`config.mk`:
```
export PLATFORM = sky130hd
export DESIGN_NAME = clock_mode_ctrl_flat
export DESIGN_NICKNAME = d
export VERILOG_FILES = /design/src/rtl/clock_mode_ctrl_if.sv /design/src/rtl/clock_mode_ctrl.sv /design/src/flat_wrapper.sv
export SDC_FILE = /design/constraint.sdc
export NUM_CORES = 1
export LEC_CHECK = 0
export ABC_AREA = 1
export ABC_CLOCK_PERIOD_IN_PS = 1600
export CORE_MARGIN = 2
export CORE_UTILIZATION = 55
export DETAILED_ROUTE_END_ITERATION = 6
export PLACE_DENSITY = 0.83
export RECOVER_POWER = 100
export SLEW_MARGIN = 15
export SYNTH_ARGS = -nofsm -noshare
export SYNTH_HDL_FRONTEND = slang
export SYNTH_SLANG_ARGS = --single-unit
```
`constraint.sdc`:
```
create_clock -name clk -period 1.6 [get_ports clk]
set_input_delay 0.32 -clock clk [delete_from_list [all_inputs] [get_ports clk]]
set_output_delay 0.32 -clock clk [all_outputs]
set_load 0.02 [all_outputs]
```
`src/rtl/clock_mode_ctrl_if.sv`:
```
`default_nettype none
// ============================================================================
// Module      : clock_mode_ctrl_if
// Description : Front-panel buttons and counter control strobes.
// Revision    : 1.0
// ============================================================================
interface clock_mode_ctrl_if;
    logic       mode_btn;
    logic       field_btn;
    logic       adv_btn;
    logic       alarm_btn;
    logic       timeset;
    logic       alarmset;
    logic       minadv;
    logic       hrsadv;
    logic       dayadv;
    logic       alarmon;
    logic [1:0] mode;
    logic [1:0] field;

    modport master (
        output mode_btn, field_btn, adv_btn, alarm_btn,
        input  timeset, alarmset, minadv, hrsadv, dayadv, alarmon, mode, field
    );

    modport slave (
        input  mode_btn, field_btn, adv_btn, alarm_btn,
        output timeset, alarmset, minadv, hrsadv, dayadv, alarmon, mode, field
    );
endinterface
`default_nettype wire

```
`src/rtl/clock_mode_ctrl.sv`:
```
`default_nettype none
// ============================================================================
// Module      : clock_mode_ctrl
// Description : Mode/field sequencing, auto-repeat advance and idle timeout
//               for the clock/alarm front panel.
// Revision    : 1.0
// ============================================================================
module clock_mode_ctrl #(
    parameter int IDLE_TO = 30,
    parameter int RPT_DLY = 3,
    parameter int RPT_PER = 1
) (
    input  wire logic        clk,
    input  wire logic        rst,
    clock_mode_ctrl_if.slave bus
);

    typedef enum logic [1:0] {
        ST_RUN       = 2'b00,
        ST_SET_TIME  = 2'b01,
        ST_SET_ALARM = 2'b10,
        ST_INVALID   = 2'b11
    } mode_t;

    localparam logic [1:0] c_field_min  = 2'b00;
    localparam logic [1:0] c_field_hrs  = 2'b01;
    localparam logic [1:0] c_field_day  = 2'b10;
    localparam logic [7:0] c_idle_to    = 8'(IDLE_TO);
    localparam logic [7:0] c_rpt_dly    = 8'(RPT_DLY);
    localparam logic [7:0] c_rpt_per_m1 = 8'(RPT_PER - 1);

    mode_t      r_mode;
    mode_t      w_mode_nxt;
    logic [1:0] r_field;
    logic [1:0] w_field_nxt;
    logic       r_prev_mode;
    logic       r_prev_field;
    logic       r_prev_adv;
    logic       r_prev_alarm;
    logic [7:0] r_hold;
    logic [7:0] r_phase;
    logic [7:0] w_phase_nxt;
    logic [7:0] r_idle;
    logic [7:0] w_idle_nxt;
    logic       r_armed;
    logic       w_armed_nxt;
    logic       w_fire;
    logic       r_timeset;
    logic       r_alarmset;
    logic       r_minadv;
    logic       r_hrsadv;
    logic       r_dayadv;
    logic       r_alarmon;

    logic w_rise_mode;
    logic w_rise_field;
    logic w_rise_adv;
    logic w_rise_alarm;
    logic w_any_rise;
    logic w_in_set;
    logic w_timeout;
    logic w_rpt_due;

    assign w_rise_mode  = bus.mode_btn  & ~r_prev_mode;
    assign w_rise_field = bus.field_btn & ~r_prev_field;
    assign w_rise_adv   = bus.adv_btn   & ~r_prev_adv;
    assign w_rise_alarm = bus.alarm_btn & ~r_prev_alarm;
    assign w_any_rise   = w_rise_mode | w_rise_field | w_rise_adv | w_rise_alarm;
    assign w_in_set     = (r_mode == ST_SET_TIME) || (r_mode == ST_SET_ALARM);
    assign w_timeout    = w_in_set && (r_idle == c_idle_to);
    // Phase is counted separately from the saturating hold count so repeats never stop
    assign w_rpt_due    = (r_hold >= c_rpt_dly) && (r_phase == 8'd0);

    always_comb begin
        w_mode_nxt  = r_mode;
        w_field_nxt = r_field;
        w_fire      = 1'b0;
        w_armed_nxt = r_armed & bus.adv_btn;
        w_phase_nxt = 8'd0;
        w_idle_nxt  = 8'd0;

        case (r_mode)
            ST_RUN: begin
                if (w_rise_mode) begin
                    w_mode_nxt  = ST_SET_TIME;
                    w_field_nxt = c_field_min;
                end
            end
            ST_SET_TIME, ST_SET_ALARM: begin
                if (w_rise_mode) begin
                    if (r_mode == ST_SET_TIME) begin
                        w_mode_nxt = ST_SET_ALARM;
                    end else begin
                        w_mode_nxt = ST_RUN;
                    end
                    w_field_nxt = c_field_min;
                    w_armed_nxt = 1'b0;
                end else if (w_timeout) begin
                    w_mode_nxt  = ST_RUN;
                    w_field_nxt = c_field_min;
                    w_armed_nxt = 1'b0;
                end else if (w_rise_field) begin
                    if (r_field == c_field_min) begin
                        w_field_nxt = c_field_hrs;
                    end else if (r_field == c_field_hrs) begin
                        w_field_nxt = c_field_day;
                    end else begin
                        w_field_nxt = c_field_min;
                    end
                    w_armed_nxt = 1'b0;
                end else if (w_rise_adv) begin
                    w_fire      = 1'b1;
                    w_armed_nxt = 1'b1;
                end else if (r_armed && bus.adv_btn && w_rpt_due) begin
                    w_fire = 1'b1;
                end
            end
            default: begin
                w_mode_nxt  = ST_RUN;
                w_field_nxt = c_field_min;
                w_armed_nxt = 1'b0;
            end
        endcase

        if (bus.adv_btn && (r_hold >= c_rpt_dly)) begin
            w_phase_nxt = (r_phase == c_rpt_per_m1) ? 8'd0 : r_phase + 8'd1;
        end

        if (w_in_set && (w_mode_nxt != ST_RUN) && !w_any_rise && !bus.adv_btn) begin
            w_idle_nxt = r_idle + 8'd1;
        end
    end

    always_ff @(posedge clk) begin
        if (!rst) begin
            r_mode       <= ST_RUN;
            r_field      <= c_field_min;
            r_prev_mode  <= 1'b1;
            r_prev_field <= 1'b1;
            r_prev_adv   <= 1'b1;
            r_prev_alarm <= 1'b1;
            r_hold       <= 8'd0;
            r_phase      <= 8'd0;
            r_idle       <= 8'd0;
            r_armed      <= 1'b0;
            r_timeset    <= 1'b0;
            r_alarmset   <= 1'b0;
            r_minadv     <= 1'b0;
            r_hrsadv     <= 1'b0;
            r_dayadv     <= 1'b0;
            r_alarmon    <= 1'b0;
        end else begin
            r_mode       <= w_mode_nxt;
            r_field      <= w_field_nxt;
            r_prev_mode  <= bus.mode_btn;
            r_prev_field <= bus.field_btn;
            r_prev_adv   <= bus.adv_btn;
            r_prev_alarm <= bus.alarm_btn;
            if (bus.adv_btn) begin
                r_hold <= (r_hold == 8'hFF) ? r_hold : r_hold + 8'd1;
            end else begin
                r_hold <= 8'd0;
            end
            r_phase      <= w_phase_nxt;
            r_idle       <= w_idle_nxt;
            r_armed      <= w_armed_nxt;
            r_timeset    <= (w_mode_nxt == ST_SET_TIME);
            r_alarmset   <= (w_mode_nxt == ST_SET_ALARM);
            r_minadv     <= w_fire && (r_field == c_field_min);
            r_hrsadv     <= w_fire && (r_field == c_field_hrs);
            r_dayadv     <= w_fire && (r_field == c_field_day);
            r_alarmon    <= r_alarmon ^ w_rise_alarm;
        end
    end

    assign bus.mode     = r_mode;
    assign bus.field    = r_field;
    assign bus.timeset  = r_timeset;
    assign bus.alarmset = r_alarmset;
    assign bus.minadv   = r_minadv;
    assign bus.hrsadv   = r_hrsadv;
    assign bus.dayadv   = r_dayadv;
    assign bus.alarmon  = r_alarmon;

endmodule
`default_nettype wire

```
`src/flat_wrapper.sv`:
```
// flat-port wrapper written by rule: the top's interface ports become plain ports
module clock_mode_ctrl_flat 
#(
    parameter int IDLE_TO = 30,
    parameter int RPT_DLY = 3,
    parameter int RPT_PER = 1
)
  (clk, rst, bus_mode_btn, bus_field_btn, bus_adv_btn, bus_alarm_btn, bus_timeset, bus_alarmset, bus_minadv, bus_hrsadv, bus_dayadv, bus_alarmon, bus_mode, bus_field);
  clock_mode_ctrl_if bus_i ();
  input  wire logic clk;
  input  wire logic rst;
  input wire logic [$bits(bus_i.mode_btn)-1:0] bus_mode_btn;
  input wire logic [$bits(bus_i.field_btn)-1:0] bus_field_btn;
  input wire logic [$bits(bus_i.adv_btn)-1:0] bus_adv_btn;
  input wire logic [$bits(bus_i.alarm_btn)-1:0] bus_alarm_btn;
  output wire logic [$bits(bus_i.timeset)-1:0] bus_timeset;
  output wire logic [$bits(bus_i.alarmset)-1:0] bus_alarmset;
  output wire logic [$bits(bus_i.minadv)-1:0] bus_minadv;
  output wire logic [$bits(bus_i.hrsadv)-1:0] bus_hrsadv;
  output wire logic [$bits(bus_i.dayadv)-1:0] bus_dayadv;
  output wire logic [$bits(bus_i.alarmon)-1:0] bus_alarmon;
  output wire logic [$bits(bus_i.mode)-1:0] bus_mode;
  output wire logic [$bits(bus_i.field)-1:0] bus_field;
  assign bus_i.mode_btn = bus_mode_btn;
  assign bus_i.field_btn = bus_field_btn;
  assign bus_i.adv_btn = bus_adv_btn;
  assign bus_i.alarm_btn = bus_alarm_btn;
  assign bus_timeset = bus_i.timeset;
  assign bus_alarmset = bus_i.alarmset;
  assign bus_minadv = bus_i.minadv;
  assign bus_hrsadv = bus_i.hrsadv;
  assign bus_dayadv = bus_i.dayadv;
  assign bus_alarmon = bus_i.alarmon;
  assign bus_mode = bus_i.mode;
  assign bus_field = bus_i.field;
  clock_mode_ctrl #(.IDLE_TO(IDLE_TO), .RPT_DLY(RPT_DLY), .RPT_PER(RPT_PER)) u_core (.clk(clk), .rst(rst), .bus(bus_i));
endmodule
```
### After elaboration in Yosys (flattened, before gate mapping)

Index checks and enable logic that the tools add are counted.

* register bits after elaboration: 39

* bitwise operators: 15
* reductions and logical operators: 23
* order comparisons: 1
* $add $sub $neg: 3
* muxes and demuxes: 23
* eq/ne operators: 10

Operators with widths (count)
* $add 8x1->8 const B: 3
* $mux 2: 10
* $logic_and 1x1->1: 11
* $mux 1: 10
* $eq 8x5->1 const B: 1
* $eq 8x8->1 const B: 1
* $ge 8x2->1 const B: 1
* $logic_not 8->1: 1
* $pmux 2 s2: 2
* $eq 2x1->1 const B: 3
* $eq 2x2->1 const B: 3
* $not 1->1: 6
* $reduce_and 2->1: 3
* $and 1x1->1: 5
* $logic_not 2->1: 2
* $ne 4x1->1 const B: 1
* $or 1x1->1: 3
* $reduce_or 3->1: 1
* $logic_not 1->1: 2
* $ne 2x1->1 const B: 1
* $pmux 1 s2: 1
* $reduce_bool 2->1: 1
* $reduce_or 2->1: 1
* $logic_or 1x1->1: 1
* $xor 1x1->1: 1

### Depth between registers and ports, before layout

* word-level depth: 11
* mapped depth: 11

### Worst setup path before layout

OpenSTA, ideal clock, no wires.

* path kind: reg2reg
* from: register u_core.r_mode[0], in the netlist u_core.bus.mode[0]
* to: register u_core.r_idle[0]
* arrival time: 1.525 ns
* path slack: 0.013 ns
* setup time: 0.063 ns
* buffers on the path: 0
* stages on the path, launching flop included: 8
* path through: dfxtp_1 inv_1 ha_1 inv_1 a21oi_4 nor3b_4 nand2_8 nor2_2

* cells in the longest elaborated chain, start to end: 11
* elaborated cells on any way between the ends: 16
* those cells by class: eq/ne: 2; mux: 5; reduce/logical: 9

RTL lines
* start, declared: RTL line clock_mode_ctrl.sv:32 `mode_t r_mode;`
* start signal, assigned: RTL line clock_mode_ctrl.sv:153 `r_mode <= w_mode_nxt;`
* $eq 2x1->1 / $eq 2x2->1 (equally long branches): RTL line clock_mode_ctrl.sv:69, clock_mode_ctrl.sv:82, clock_mode_ctrl.sv:91
* $logic_or 1x1->1: RTL line clock_mode_ctrl.sv:69 `assign w_in_set = (r_mode == ST_SET_TIME) || (r_mode == ST_SET_ALARM);`
* $logic_and 1x1->1: RTL line clock_mode_ctrl.sv:70 `assign w_timeout = w_in_set && (r_idle == c_idle_to);`
* $mux 2: RTL line clock_mode_ctrl.sv:98 `end else if (w_timeout) begin`
* $mux 2: RTL line clock_mode_ctrl.sv:90 `if (w_rise_mode) begin`
* $pmux 2 s2: RTL line clock_mode_ctrl.sv:82 `case (r_mode)`
* $reduce_bool 2->1: RTL line clock_mode_ctrl.sv:129 `if (w_in_set && (w_mode_nxt != ST_RUN) && !w_any_rise && !bus.adv_btn) begin`
* $logic_and 1x1->1 (*) (3 in a row): RTL line clock_mode_ctrl.sv:129
* $reduce_and 2->1 (no line) (*)
* end signal, assigned: RTL line clock_mode_ctrl.sv:165 `r_idle <= w_idle_nxt;`
* end, declared: RTL line clock_mode_ctrl.sv:43 `logic [7:0] r_idle;`

Mark *: on every way between the ends. The rest lies on a longest branch, timed or not.
A chain may end at the register's enable or synchronous reset.

### Worst setup path after layout

* from: register u_core.r_mode[0], in the netlist u_core.bus.mode[0]
* to: output port bus_mode[0]

RTL lines
* end, declared: RTL line flat_wrapper.sv:22 `output wire logic [$bits(bus_i.mode)-1:0] bus_mode;`

No word-level cell between the ends.

==> reports/results.txt <==
Top FF cell, synth: dfxtp_1
Area contributors post-synth: dfxtp_1 (42%), nand2_1 (6.1%), inv_1 (5.9%)
Area Growth Syn to Fin: 15.6%
Final Setup Violations: 0
Clock Sinks: 39
clk buf depth: 2
Seq/Total Area, Yosys: 0.425
initial DRC count: 64
Worst IR Drop VDD: 0.627 mV
CTS tree: done
Sw Ratio: 0.240
Worst R2R Path Depth: 7
average size of a mapped cell: 8.21 um^2
Rel. slew slack: 0.823
mapped cell area: 1840 um^2
kind of critical path: flip-flop to output pin
Req. time, crit path: 1280 ps
Routed WL: 3150 um
# diodes: 0
Synth async-reset ratio: 0
HPWL after DPL: 2350 um
Seq pwr share: 0.530
hold_ws: 468 ps
# Post-CTS Setup Buffers: 0
Worst Path Arrival: 1230 ps
Syn Inst Count: 224
Synthesis Warnings: 0
area post-placement: 2090 um^2
final hold viol count: 0
FF-to-FF Start: u_core.bus.mode[0]
RSZ-0062 raised after global routing: no
post-synth top area cell: dfxtp_1
number of port buffers: 15
CP Launch Type: flip-flop
first-pass GRT wire length: 5260 um
Final Cell Area: 2120 um^2
# resized after CTS: 8
Min-Delay Startpoint: u_core.r_phase[0]
# rows: 20
top-count cell post-synth: dfxtp_1
Post-synth EDFFs: 0
PwrDens: 892 nW/um^2
clk slew on worst S/H paths: 130 ps
initial antenna violation count: 0
drt pass-1 iters: 4
layout cells sized above 1: 0.170
Inst Count DP: 289
status: complete, no violations
Crit Path Max Fanout: 3
Final min period: 1550 ps
fmax: 647 MHz
Static Leakage: 0.908 nW
Detail Route Antenna Nets: 0
effective utilization at floorplan: 0.588
R2R Setup Slk: 100 ps
Critical Path End Type: output pin
top cell type's share of synthesized area: 0.425
Sw Pwr: 454 uW
gr ovfl total: 0
post-synth net total: 238
Hold Path Class: flip-flop to flip-flop
clk_skew: 11.8 ps
overall die width: 61.8 um
wire per inst: 10.6 um
Clk pwr share: 0.367
residual DRC count: 0
via/cell ratio: 4.78
GRT Resource Usage Total: 0.188
max cap viols: 0
Yosys reg bits: 39
max-slew violation count: 0
number of global-route vias before repair: 1,316
worst r2r dst: u_core.r_idle[3]
final worst path period share: 0.967
Nets: 266
via count: 1,420
Hold Path Depth: 1
Internal: 1.44 mW
Worst-Margin Slew: 266 ps
Logic pwr share: 0.103
end of the worst hold path: u_core.r_phase[0]
PnR Total Power: 1.90 mW
clk_lat worst skew: 350 ps
Cell Count, Final, Fillers Out: 297
cts bufs inserted: 5
Final GP Congestion: 0.816
H-tree depth: 2
largest net degree at the start of global routing: 13
die area: 3820 um^2
die height: 61.8 um
CTS Hold Buffers Added: 0
io pins: 16
Core Region: 3130 um^2
Yosys cell types: 33
Root Driver: clkbuf_4
most frequent cells after synthesis: dfxtp_1 (39), nand2_1 (30), inv_1 (29), nor2_1 (29), nand3_1 (12)
-- layout make-up --
| class | count | area [um^2] |
|---|---|---|
| sequential | 39 | 782 |
| clock inverter | 2 | 35.0 |
| fill | 280 | 1000 |
| multi-input combinational | 152 | 912 |
| timing repair buffer | 22 | 169 |
| inverter | 32 | 120 |
| tap | 44 | 55.1 |
| clock buffer | 6 | 51.3 |
-- flip-flops by register name, indices dropped and copies added, names as in the netlist --
name                 flops
u_core.r_hold            8
u_core.r_idle            8
u_core.r_phase           8
u_core.bus.field         2
u_core.bus.mode          2
u_core.bus.alarmon       1
u_core.bus.alarmset      1
u_core.bus.dayadv        1
u_core.bus.hrsadv        1
u_core.bus.minadv        1
u_core.bus.timeset       1
u_core.r_armed           1
u_core.r_prev_adv        1
u_core.r_prev_alarm      1
u_core.r_prev_field      1
u_core.r_prev_mode       1
-- routing by layer --
| layer | vias up | routed length, um | GRT usage |
|---|---|---|---|
| met2 | 19 | 1500 | 0.316 |
| li1 | 764 | - | - |
| met1 | 632 | 1480 | 0.227 |
| met3 | 5 | 109 | 0.0497 |
| met5 | - | 0 | 0 |
| met4 | 0 | 52 | 0.0821 |
-- layout by cell type, fill, tap and decap left out, drive strengths merged, types with 5 or more instances in the layout --
master        n
nand2        42
clkbuf       12
nand3        13
nor2         40
a21oi        10
nor3          7
nor3b         5
dlygate4sd2   8
o21ai         5
dfxtp        39
ha            8
xor2          6
inv          31
-- worst max-delay path by stage --
stage | start | end | slack (ps) | cells after the start
2_1_floorplan | u_core.bus.mode[0] | u_core.r_idle[0] | 10 | 7
3_3_place_gp | bus_mode_btn | u_core.r_idle[5] | 2 | 8
3_5_place_dp | bus_mode_btn | u_core.r_idle[4] | -40 | 7
4_1_cts | u_core.bus.minadv | bus_minadv | 3 | 1
5_1_grt | u_core.bus.mode[0] | bus_mode[0] | 3 | 2
6_report | u_core.bus.mode[0] | bus_mode[0] | 50 | 2
-- power by group through the flow --
stage / logic, mW / clock network, mW / registers, mW
floorplan: 0.120 / 0 / 1.04
global placement: 0.207 / 0 / 1.03
detailed placement: 0.211 / 0 / 1.03
CTS: 0.204 / 0.709 / 1.00
global route: 0.218 / 0.749 / 1.01
finish: 0.195 / 0.696 / 1.00
-- stage by stage --
stage               utilization  worst slack (ps)  TNS, ps
floorplan                     -              12.7        0
global placement          0.668              2.13        0
detailed placement        0.668             -44.8     -324
CTS                       0.692              3.44        0
global route              0.679              3.21        0
finish                    0.679              53.3        0
-- worst max-delay path: stages (launching register included) --
cell	delay (ps)
dfxtp_1	350
clkbuf_1	170
dlygate4sd2_1	350
-- cell families after synthesis --
family / Yosys count / synth area share
xor+xnor: 8 / 0.0381
buf+inv: 33 / 0.0694
simple gates: 116 / 0.340
compound gates: 20 / 0.0728
flops: 39 / 0.425
fa+ha+maj: 8 / 0.0545
No activity file was read; power rests on OpenSTA's default activity.
